<file path="src/rtl/pilha_param.sv">
// Parametrised operand stack: LIFO with dual push sources, binary-op replace,
// DUP/SWAP/CLEAR, combinational TOS/NOS taps and sticky error flags.

module pilha_cell #(
  parameter int              WIDTH = 8,
  parameter int              CW    = 5,
  parameter logic [CW-1:0]   ID    = '0
) (
  input  logic             clock,
  input  logic             we0,
  input  logic [CW-1:0]    a0,
  input  logic [WIDTH-1:0] d0,
  input  logic             we1,
  input  logic [CW-1:0]    a1,
  input  logic [WIDTH-1:0] d1,
  output logic [WIDTH-1:0] q
);
  // Storage is deliberately not reset; indice alone defines what is valid.
  always_ff @(posedge clock) begin
    if (we0 && a0 == ID)      q <= d0;
    else if (we1 && a1 == ID) q <= d1;
  end
endmodule

module pilha_param #(
  parameter int WIDTH = 8,
  parameter int DEPTH = 16,
  localparam int CW   = $clog2(DEPTH+1)
) (
  input  logic             clock,
  input  logic             reset,
  input  logic [2:0]       op,
  input  logic [WIDTH-1:0] din_UC,
  input  logic [WIDTH-1:0] din_ULA,
  input  logic             err_clr,
  output logic [WIDTH-1:0] dout,
  output logic [WIDTH-1:0] dout2,
  output logic [CW-1:0]    indice,
  output logic             empty,
  output logic             full,
  output logic             overflow,
  output logic             underflow
);
  typedef enum logic [2:0] {
    OP_NOP, OP_PUSH_UC, OP_PUSH_ULA, OP_POP,
    OP_REPLACE2, OP_DUP, OP_SWAP, OP_CLEAR
  } op_e;

  typedef struct packed {
    logic             en;
    logic [CW-1:0]    addr;
    logic [WIDTH-1:0] data;
  } wport_t;

  localparam logic [CW-1:0] ONE = CW'(1);
  localparam logic [CW-1:0] TWO = CW'(2);
  localparam logic [CW-1:0] DEP = CW'(DEPTH);

  op_e                         opc;
  logic [DEPTH-1:0][WIDTH-1:0] mem;
  logic [CW-1:0]               tos_idx, nos_idx, ind_n;
  logic [WIDTH-1:0]            tos, nos;
  logic                        ovf_set, udf_set;
  wport_t                      wp0, wp1;

  assign opc     = op_e'(op);
  assign tos_idx = indice - ONE;
  assign nos_idx = indice - TWO;
  assign empty   = (indice == '0);
  assign full    = (indice == DEP);
  assign dout    = tos;
  assign dout2   = nos;

  always_comb begin
    tos = '0;
    nos = '0;
    for (int i = 0; i < DEPTH; i++) begin
      if (indice >= ONE && tos_idx == CW'(i)) tos = mem[i];
      if (indice >= TWO && nos_idx == CW'(i)) nos = mem[i];
    end
  end

  // Two write ports: SWAP is the only op that touches two entries.
  always_comb begin
    ind_n   = indice;
    ovf_set = 1'b0;
    udf_set = 1'b0;
    wp0     = '0;
    wp1     = '0;
    case (opc)
      OP_PUSH_UC, OP_PUSH_ULA: begin
        if (full) ovf_set = 1'b1;
        else begin
          wp0   = '{1'b1, indice, (opc == OP_PUSH_UC) ? din_UC : din_ULA};
          ind_n = indice + ONE;
        end
      end
      OP_POP: begin
        if (empty) udf_set = 1'b1;
        else       ind_n   = tos_idx;
      end
      OP_REPLACE2: begin
        if (indice < TWO) udf_set = 1'b1;
        else begin
          wp0   = '{1'b1, nos_idx, din_ULA};
          ind_n = tos_idx;
        end
      end
      OP_DUP: begin
        // Empty takes priority: nothing to duplicate is an underflow.
        if (empty)     udf_set = 1'b1;
        else if (full) ovf_set = 1'b1;
        else begin
          wp0   = '{1'b1, indice, tos};
          ind_n = indice + ONE;
        end
      end
      OP_SWAP: begin
        if (indice < TWO) udf_set = 1'b1;
        else begin
          wp0 = '{1'b1, tos_idx, nos};
          wp1 = '{1'b1, nos_idx, tos};
        end
      end
      OP_CLEAR: ind_n = '0;
      default: ;
    endcase
  end

  // Writes are gated by reset so an edge seen while in reset changes nothing.
  for (genvar i = 0; i < DEPTH; i++) begin : g_cell
    pilha_cell #(.WIDTH(WIDTH), .CW(CW), .ID(CW'(i))) u_cell (
      .clock (clock),
      .we0   (wp0.en & reset),
      .a0    (wp0.addr),
      .d0    (wp0.data),
      .we1   (wp1.en & reset),
      .a1    (wp1.addr),
      .d1    (wp1.data),
      .q     (mem[i])
    );
  end

  always_ff @(posedge clock or negedge reset) begin
    if (!reset) begin
      indice    <= '0;
      overflow  <= 1'b0;
      underflow <= 1'b0;
    end else begin
      indice    <= ind_n;
      overflow  <= ovf_set | (overflow  & ~err_clr);
      underflow <= udf_set | (underflow & ~err_clr);
    end
  end
endmodule

</file>
<file path="config.mk">
export PLATFORM = sky130hd
export DESIGN_NAME = pilha_param
export DESIGN_NICKNAME = d
export VERILOG_FILES = /design/src/rtl/pilha_param.sv
export SDC_FILE = /design/constraint.sdc
export NUM_CORES = 1
export LEC_CHECK = 0
export ABC_CLOCK_PERIOD_IN_PS = 10600
export CAP_MARGIN = 40
export CORE_MARGIN = 2
export CORE_UTILIZATION = 46
export CTS_BUF_LIST = sky130_fd_sc_hd__clkbuf_4 sky130_fd_sc_hd__clkbuf_8
export DETAILED_ROUTE_END_ITERATION = 12
export HOLD_SLACK_MARGIN = 0.12
export PLACE_DENSITY = 0.74
export SLEW_MARGIN = 40
export SYNTH_ARGS = -nofsm -noshare
export SYNTH_HDL_FRONTEND = slang
export SYNTH_HIERARCHICAL = 1
export SYNTH_SLANG_ARGS = --single-unit
export TNS_END_PERCENT = 50
</file>
<file path="constraint.sdc">
create_clock -name clock -period 10.6 [get_ports clock]
set_input_delay 2.12 -clock clock [delete_from_list [all_inputs] [get_ports clock]]
set_output_delay 2.12 -clock clock [all_outputs]
set_load 0.05 [all_outputs]
</file>
=== After elaboration in Yosys (flattened, before gate mapping) ===
Index checks and enable logic that the tools add are counted.

* Flip-flop bits (word level): 135
* Latch bits: 0
* Memory bits (writable): 0
* Memory bits (read-only): 0
* Bits of input ports: 22
* Output and inout bits: 25
* Word-level logic and storage cells: 277
* Memories: 0

* $add $sub $neg: 3
* Multipliers: 0
* Divide/modulo/power cells: 0
* Order comparisons: 3
* Equality and inequality tests: 71
* Shift-type cells: 0
* Multiplexer cells: 84
* Bitwise logic cells: 7
* Reductions and logical operators: 90

{| class="wikitable"
|+ Operator list
! operator !! count
|-
| two-way mux 8 bit || 65
|-
| == test 5 x 4 -> 1 bit, second input constant || 32
|-
| two-way mux 14 bit || 7
|-
| == test 5 x 3 -> 1 bit, second input constant || 16
|-
| logical AND 1 bit || 64
|-
| case mux 14 bit (4 select lines) || 1
|-
| == test 5 x 2 -> 1 bit, second input constant || 8
|-
| nonzero test 2 bit || 16
|-
| zero test 5 bit || 5
|-
| case mux 5 bit (5 select lines) || 1
|-
| == test 5 x 1 -> 1 bit, second input constant || 4
|-
| two-way mux 5 bit || 4
|-
| == test 3 bit, second input constant || 4
|-
| == test 3 x 2 -> 1 bit, second input constant || 2
|-
| inequality test 2 bit, second input constant || 3
|-
| OR reduction 2 bit || 3
|-
| adder 5 x 1 -> 5 bit, second input constant || 1
|-
| == test 5 bit, second input constant || 1
|-
| >= comparator 5 x 1 -> 1 bit, second input constant || 1
|-
| >= comparator 5 x 2 -> 1 bit, second input constant || 1
|-
| < comparator 5 x 2 -> 1 bit, second input constant || 1
|-
| nonzero test 5 bit || 1
|-
| subtractor 5 x 1 -> 5 bit, second input constant || 1
|-
| subtractor 5 x 2 -> 5 bit, second input constant || 1
|-
| 7 further kinds || 15
|}

=== Logic depth before layout (Yosys ltp) ===
Gate-level depths: netlist (run 1).

* Depth after elaboration: 25
* Gate-level depth with buffers: 16
* Mapped depth without buffers: 11

=== Cells and area by module ===
Netlist (run 1), hierarchy kept.

{| class="wikitable"
|+ By module, submodules not included
! module !! times used !! cells each !! area an instance (µm²) !! sequential area each (µm²)
|-
| pilha_param || 1 || 736 || 4778.3 || 175.2
|-
| pilha_cell (g_cell[10].u_cell ...) || 4 || 21 || 384.1 || 240.2
|-
| pilha_cell (g_cell[13].u_cell ...) || 2 || 21 || 395.4 || 240.2
|-
| pilha_cell (g_cell[1].u_cell ...) || 2 || 21 || 394.1 || 240.2
|-
| pilha_cell (g_cell[4].u_cell ...) || 2 || 20 || 392.9 || 240.2
|-
| pilha_cell (g_cell[11].u_cell ...) || 2 || 20 || 391.6 || 240.2
|-
| pilha_cell (g_cell[3].u_cell) || 1 || 22 || 404.1 || 240.2
|-
| pilha_cell (g_cell[12].u_cell) || 1 || 20 || 387.9 || 240.2
|-
| pilha_cell (g_cell[15].u_cell) || 1 || 20 || 380.4 || 240.2
|-
| pilha_cell (g_cell[0].u_cell) || 1 || 21 || 371.6 || 240.2
|}

=== Worst setup path before layout (run 1) ===
Ideal clock, no wire load.

* Path type: input-to-reg
* From: in op[0]
* To: reg g_cell[4].u_cell.q[6], data pin
* Library setup time: 260 ps
* Arrival: 6299 ps
* Data required time: 10340 ps
* Slack: 4041 ps
* Stages on the path: 7
* Path buffers: 2
* Cell sequence: clkbuf_1 -> nand2b_1 -> o21bai_1 -> clkbuf_1 -> o41ai_1 -> nand3b_4 -> mux2_2

{| class="wikitable"
|+ RTL lines
! item !! RTL line !! source
|-
| start: declaration || 32 || <nowiki>input logic [2:0] op,</nowiki>
|-
| end signal: assignment || 20 || <nowiki>if (we0 && a0 == ID) q <= d0;</nowiki>
|-
| end signal: assignment || 21 || <nowiki>else if (we1 && a1 == ID) q <= d1;</nowiki>
|-
| end: declaration || 16 || <nowiki>output logic [WIDTH-1:0] q</nowiki>
|}

=== Worst setup path after layout (run 1) ===
* From: reg indice[1]
* To: out dout[4]

* Word-level cells in the longest chain between the ends: 19
* Elaborated cells between the ends (all ways): 50
* Those cells by class: 1 x add/sub; 1 x order compare; 15 x eq/ne; 16 x mux; 17 x reduce/logical

{| class="wikitable"
|+ RTL lines
! item !! RTL line !! source
|-
| start: declaration || 38 || <nowiki>output logic [CW-1:0] indice,</nowiki>
|-
| start signal: assignment || 150 || <nowiki>indice <= ind_n;</nowiki>
|-
| subtractor 5 x 1 -> 5 bit || 67 || <nowiki>assign tos_idx = indice - ONE;</nowiki>
|-
| zero test 5 bit || 78 || <nowiki>if (indice >= ONE && tos_idx == CW'(i)) tos = mem[i];</nowiki>
|-
| logical AND 1 bit || 78 ||
|-
| two-way mux 8 bit (15 in a row) || 78 ||
|-
| two-way mux 8 bit * || 78 ||
|-
| end: declaration || 36 || <nowiki>output logic [WIDTH-1:0] dout,</nowiki>
|}

Mark *: on every way between the ends. The rest lies on a longest branch, timed or not.

==> results of run 1 <==
[kinds of logic (layout without fill, tap and decap cells)]
family,count (synthesis),in the layout
adder cells (fa/ha/maj),9,9
AO/OA/AOI/OAI,360,360
XOR/XNOR,7,7
AND/OR/NAND/NOR,324,324
multiplexers,129,129
flip-flops,135,135
buffers and inverters,103,143
[power breakdown]
group	internal, mW	leakage [nW]	switching, mW
combinational	0.973	3.11	2.15
sequential	0.648	1.29	0.0534
clock	0.233	0.192	0.224
[area by class of cell]
class | instances | area share [%]
Inverter | 36 | 1.10
Clock buffer | 18 | 1.97
Multi-Input combinational cell | 829 | 54.1
Clock inverter | 12 | 1.24
Tap cell | 319 | 3.25
Timing Repair Buffer | 77 | 5.64
Sequential cell | 135 | 32.7
[metrics by stage]
| step | hold slack [ns] | setup slack [ns] | util [%] | power (mW) | cell area, sq um |
|---|---|---|---|---|---|
| CTS | 0.541 | 3.17 | 52.3 | 4.18 | 12300 |
| detailed placement | 0.525 | 3.70 | 50.6 | 3.72 | 11900 |
| global placement | 0.506 | 3.86 | 50.4 | 3.69 | 11800 |
| global route | 0.582 | 2.75 | 52.3 | 4.41 | 12300 |
| finish | 0.538 | 3.02 | 52.3 | 4.28 | 12300 |
| floorplan | 0.767 | 4.04 | - | 2.75 | 11000 |
[synth_stat cells (all sizes together) (13+ instances only)]
| master | n |
|---|---|
| edfxtp | 128 |
| mux2 | 128 |
| nand2 | 77 |
| a21oi | 71 |
| nor2 | 66 |
| o21ai | 55 |
| clkbuf | 38 |
| inv | 36 |
| buf | 29 |
| nand3b | 27 |
| nor3 | 23 |
| o22ai | 21 |
| nand3 | 19 |
| a211oi | 18 |
| a221oi | 16 |
| o211ai | 16 |
| a22oi | 14 |
| a221o | 13 |
[worst paths after layout]
| path | startpoint | to | slack (ns) |
|---|---|---|---|
| worst max-delay path | indice[1] | dout[4] | 3.02 |
| worst min-delay path | underflow | underflow | 0.54 |
| worst max register to register | indice[1] | g_cell[4].u_cell/q[4] | 5.39 |
| worst min register to register | underflow | underflow | 0.54 |
| max in group asynchronous | reset | indice[3] | 8.30 |
| min in group asynchronous | reset | indice[2] | 1.95 |
[per-layer routing]
metal  track usage, %  share of wire, %  vias up
met5             2.28              0.17        -
met4             16.0               5.4        2
met3             8.49                12      156
met2             49.8                43      749
met1             46.3                39     4894
li1                 -                 -     4306
[sequential cells by signal, indices dropped and copies added, names as in the netlist]
name	flops
underflow	1
g_cell.u_cell/q	128
indice	5
overflow	1
[critical path, delay by kind of cell, from the launching register on]
| kind | cells | cell delay [ns] |
|---|---|---|
| AO/OA/AOI/OAI | 3 | 1.48 |
| adder cells (fa/ha/maj) | 1 | 0.71 |
| buffers and inverters | 4 | 1.56 |
| flip-flops | 1 | 0.55 |
| AND/OR/NAND/NOR | 3 | 0.68 |
==> reports/metrics.yaml, run 1 <==
outcome:
  status: "complete, no violations"
die:
  fp.dieH_microns: 159
  num_io_pins: 47
  core-area_sq_mm: 0.0235
  dieArea_sq_mm: 0.0252
  floorplan.die.width_microns: 159
  initial_core_util_pct: 46.9
  rows: 56
cells_and_area:
  multiInputGateArea_sq_mm: 0.00664
  fin_nets: 1127
  final_cells: 1426
  regArea_sq_mm: 0.00402
  layout_commonest_cell: "edfxtp_1"
  mostFrequentLayoutCells: "128 x edfxtp_1, 120 x mux2_2, 73 x nand2_1, 69 x a21oi_1, 63 x nor2_1"
  n_antenna_cell: 0
  fillers: 2113
  area_growth_pct: 11.6
  drive_gt1_share_pct: 25.3
cts:
  worstSkewPairLatency_ns: 0.48
  cts_hold_buf: 0
  cts_max_level: 4
  cts_repair_resize_count: 0
  clk_pin_slew_ns: 0.10
  root_buffer: "clkbuf_8"
  cts_buffers: 17
  postCtsSetupRepairBufs: 0
  clockBufferDepth: 2
  cts_sinks: 135
  cts_tree: "yes"
timing:
  worstMarginPinSlew_ns: 0.965
  fin_crit_sh_pct: 71.5
  setup_tns_ns: 0
  rsz0062_at_grt: "false"
  maxSlewHeadroom_pct: 35.6
  fmax_ghz: 0.132
  fin_skew_ns: 0.0281
  min_period_ns: 7.58
  hold_violations: 0
  setup_viol: 0
  slew_viol_final: 0
yosys:
  synthCells: 1067
  synth_fa_ha_area_share_pct: 1.02
  syn_area_sq_mm: 0.0110
  synth_simple_gate_area_share_pct: 20.0
  synth_area_leaders: "edfxtp_1 35%, mux2_2 12%, a21oi_1 3.2%"
  async_flop_share_pct: 5.19
  syn_nets: 1098
  yosysWarnings: 6
  synth_edf_count: 128
  synthMuxAreaShare_pct: 13.5
  synth_top_area_cell: "edfxtp_1"
  synth.distinct_cells: 110
  ys_ff_latch: 135
  synth_area_per_cell_sq_um: 10.3
  synth_top_family_by_area: "compound AO/OA/AOI/OAI gates"
  synth_flop_cell: "edfxtp_1"
  ys_seq_area_share_pct: 36.5
  synth-compound-area-share_pct: 24.1
  synthXorXnorAreaFrac_pct: 0.796
  yosys.area.top_type_share_pct: 34.9
pwr:
  leakagePower_nw: 4.60
  vdd_ir_drop_max_mv: 0.224
  p_per_area_mw_per_mm2: 349
worst_setup_path:
  end_kind: "output pin"
  crit_path_cell_trace: "inv_1 -> ha_2 -> buf_4 -> nor2b_1 -> o211ai_4 -> a211oi_2 -> nand3b_1 -> nand4_1 -> a221oi_1 -> inv_1 -> clkdlybuf4s50_1"
  crit_path_max_incr_delay_ns: 0.74
  crit_required_ns: 8.48
  critPathArrivalTime_ns: 5.46
  start_kind: "flop"
  cp_slowest_cell: "a211oi_2"
  cp_common_cell: "inv_1"
  crit_type: "reg2out"
  crit_fanout: 37
  reg2reg_depth: 12
global_routing:
  grt_pass1_wl_microns: 61500
  antenna_found_initial: 0
  track_usage_pct: 33.8
  overflow: 0
  grt_pass1_vias: 9414
  grt_max_degree: 70
routing:
  antenna_left: 0
  drt_iter0_drc: 1679
  drc: 0
  vias_per_cell: 7.09
  first_pass_iters: 7
  wirelength_microns: 42300
  wl_per_cell_microns: 29.6
  num_vias: 10100
hold_path:
  hold_class: "reg2reg"
  worstHoldPathCells: 2
flow_run:
  drv_cap: 0
place:
  portBuffers: 46
  gp_congestion: 1.06
  dp_hpwl_microns: 28800
  place_inst: 1396
(Power assumes the default switching activity.)
==> run 2: changes to the inputs <==
--- a/config.mk
+++ b/config.mk
@@ -5,7 +5,7 @@
 export SDC_FILE = /design/constraint.sdc
 export NUM_CORES = 1
 export LEC_CHECK = 0
-export ABC_CLOCK_PERIOD_IN_PS = 10600
+export ABC_CLOCK_PERIOD_IN_PS = 7900
 export CAP_MARGIN = 40
 export CORE_MARGIN = 2
 export CORE_UTILIZATION = 46
==> constraint.sdc (replaced) <==
create_clock -name clock -period 7.9 [get_ports clock]
set_input_delay 1.58 -clock clock [delete_from_list [all_inputs] [get_ports clock]]
set_output_delay 1.58 -clock clock [all_outputs]
set_load 0.05 [all_outputs]
==> reports/metrics.yaml, run 2 (synthesis results as in run 1) <==
outcome:
  status: "complete, no violations"  # unchanged
cells_and_area:
  largestRegisters: "g_cell.u_cell/q: 128 flops, indice: 5 flops"  # unchanged
  n_antenna_cell: 0  # unchanged
  final_cells: 1425  # was 1,426
  area_growth_pct: 12.0  # was 11.6%
  largest_reg_flops: 128  # unchanged
  mostFrequentLayoutCells: "128 x edfxtp_1, 120 x mux2_2, 73 x nand2_1, 70 x a21oi_1, 62 x nor2_1"  # was 128 x edfxtp_1, 120 x mux2_2, 73 x nand2_1, 69 x a21oi_1, 63 x nor2_1
  fillers: 2040  # was 2,113
  layout_commonest_cell: "edfxtp_1"  # unchanged
  drive_gt1_share_pct: 25.7  # was 25.3%
  fin_nets: 1124  # was 1,127
  regMostFlops: "g_cell.u_cell/q"  # unchanged
cts:
  cts_buffers: 17  # unchanged
  cts_sinks: 135  # unchanged
  cts_repair_resize_count: 0  # unchanged
  cts_hold_buf: 0  # unchanged
  worstSkewPairLatency_ns: 0.48  # about the same
  postCtsSetupRepairBufs: 0  # unchanged
  clk_pin_slew_ns: 0.11  # was 0.10 ns
  cts_max_level: 4  # unchanged
  clockBufferDepth: 2  # unchanged
  root_buffer: "clkbuf_8"  # unchanged
  cts_tree: "yes"  # unchanged
place:
  dp_hpwl_microns: 28200  # was 28,800 microns
  post-place-ws_ns: 1.72  # was 3.70 ns
  portBuffers: 46  # unchanged
  place_inst: 1393  # was 1,396
  gp_congestion: 1.07  # was 1.06
global_routing:
  grt_max_degree: 72  # was 70
  overflow: 0  # unchanged
  grt_pass1_wl_microns: 60400  # was 61,500 microns
  antenna_found_initial: 0  # unchanged
  track_usage_pct: 33.0  # was 33.8%
  grt_pass1_vias: 9487  # was 9,414
die:
  initial_core_util_pct: 46.9  # unchanged
  num_io_pins: 47  # unchanged
  floorplan.die.width_microns: 159  # unchanged
  core-area_sq_mm: 0.0235  # unchanged
  rows: 56  # unchanged
  fp.dieH_microns: 159  # unchanged
  dieArea_sq_mm: 0.0252  # unchanged
worst_setup_path:
  crit_required_ns: 6.32  # was 8.48 ns
  start_kind: "flop"  # unchanged
  end_kind: "output pin"  # unchanged
  crit_fanout: 23  # was 37
  crit_type: "reg2out"  # unchanged
  critPathArrivalTime_ns: 5.06  # was 5.46 ns
pwr:
  combPwrFrac_pct: 72.3  # was 73.0%
  clockPowerShare_pct: 11.4  # was 10.7%
  p_seq_share_pct: 16.4  # about the same
  leakagePower_nw: 4.61  # was 4.60 nW
  vdd_ir_drop_max_mv: 0.343  # was 0.224 mV
  p_per_area_mw_per_mm2: 467  # was 349 mW/mm^2
  fin_total_pwr_mw: 5.76  # was 4.28 mW
  p_int_mw: 2.53  # was 1.85 mW
  p_sw_share_pct: 56.1  # was 56.7%
  power_switching_mw: 3.23  # was 2.43 mW
routing:
  wirelength_microns: 41500  # was 42,300 microns
  drt_iter0_drc: 1909  # was 1,679
  drc: 0  # unchanged
  vias_per_cell: 7.22  # was 7.09
  num_vias: 10300  # was 10,100
  first_pass_iters: 6  # was 7
  wl_per_cell_microns: 29.1  # was 29.6 microns
  antenna_left: 0  # unchanged
timing:
  worstMarginPinSlew_ns: 0.814  # was 0.965 ns
  rsz0062_at_grt: "false"  # unchanged
  slew_viol_final: 0  # unchanged
  fin_crit_sh_pct: 84.1
  fin_skew_ns: 0.0312  # was 0.0281 ns
  fmax_ghz: 0.151
  setup_tns_ns: 0  # unchanged
  maxSlewHeadroom_pct: 45.1  # was 35.6%
  min_period_ns: 6.64
  worst_slack_ns: 1.26  # was 3.02 ns
  hold_violations: 0  # unchanged
  setup_viol: 0  # unchanged
hold_path:
  hold_class: "reg2reg"  # unchanged
flow_run:
  drv_cap: 0  # unchanged
-- run 2: changes by cell type in the layout (fill, tap and decap cells not counted), sizes merged --
cell      delta
inv          +3
bufinv       +1
clkinv       -1
buf          -3
clkinvlp     -1
-- run 2: area by class of cell --
type | count | area [sq um] | area share (%)
Clock inverter | 14 | 194 | 1.57
Tap cell | 319 | 399 | 3.24
Inverter | 36 | 135 | 1.10
Sequential cell | 135 | 4020 | 32.6
Multi-Input combinational cell | 829 | 6670 | 54.1
Clock buffer | 18 | 241 | 1.96
Timing Repair Buffer | 74 | 671 | 5.44
-- run 2: final timing paths --
check	cells after the start	end	slack [ns]	startpoint
worst max-delay path	9	dout2[4]	1.26	indice[2]
worst min-delay path	2	underflow	0.54	underflow
worst max register to register	10	g_cell[6].u_cell/q[5]	2.83	indice[2]
worst min register to register	2	underflow	0.54	underflow
max in group asynchronous	1	indice[4]	6.12	reset
min in group asynchronous	1	indice[2]	1.43	reset
-- run 2: routing by layer --
metal	GRT usage, %	vias up	share of wire [%]
met5	0	-	0
met4	16.3	0	5.4
met2	48.2	787	43
met1	45.6	5036	38
li1	-	4312	-
met3	8.03	152	13
-- run 2: metrics by stage --
stage	utilization, %	area, sq um	hold slack, ns
floorplan	-	11000	0.767
global placement	50.3	11800	0.518
detailed placement	50.6	11900	0.514
CTS	52.5	12300	0.541
global route	52.5	12300	0.611
finish	52.5	12300	0.544
-- run 2: power groups by stage --
stage                     Combinational [mW]  Clock (mW)  Sequential (mW)
after global routing                    4.31       0.688            0.949
after global placement                  3.95           0            0.952
after detailed placement                4.00           0            0.956
after floorplan                         2.73           0            0.963
after CTS                               4.02       0.658            0.940
final                                   4.16       0.654            0.942
-- run 2: critical path: stages (launching register included) --
cell             delay [ns]
dfrtp_1                0.78
inv_1                  0.21
ha_1                   0.86
inv_1                  0.51
and4_1                 0.35
o211ai_1               0.19
a32oi_1                0.17
o41a_1                 0.56
o22a_1                 0.22
clkdlybuf4s50_1        0.71
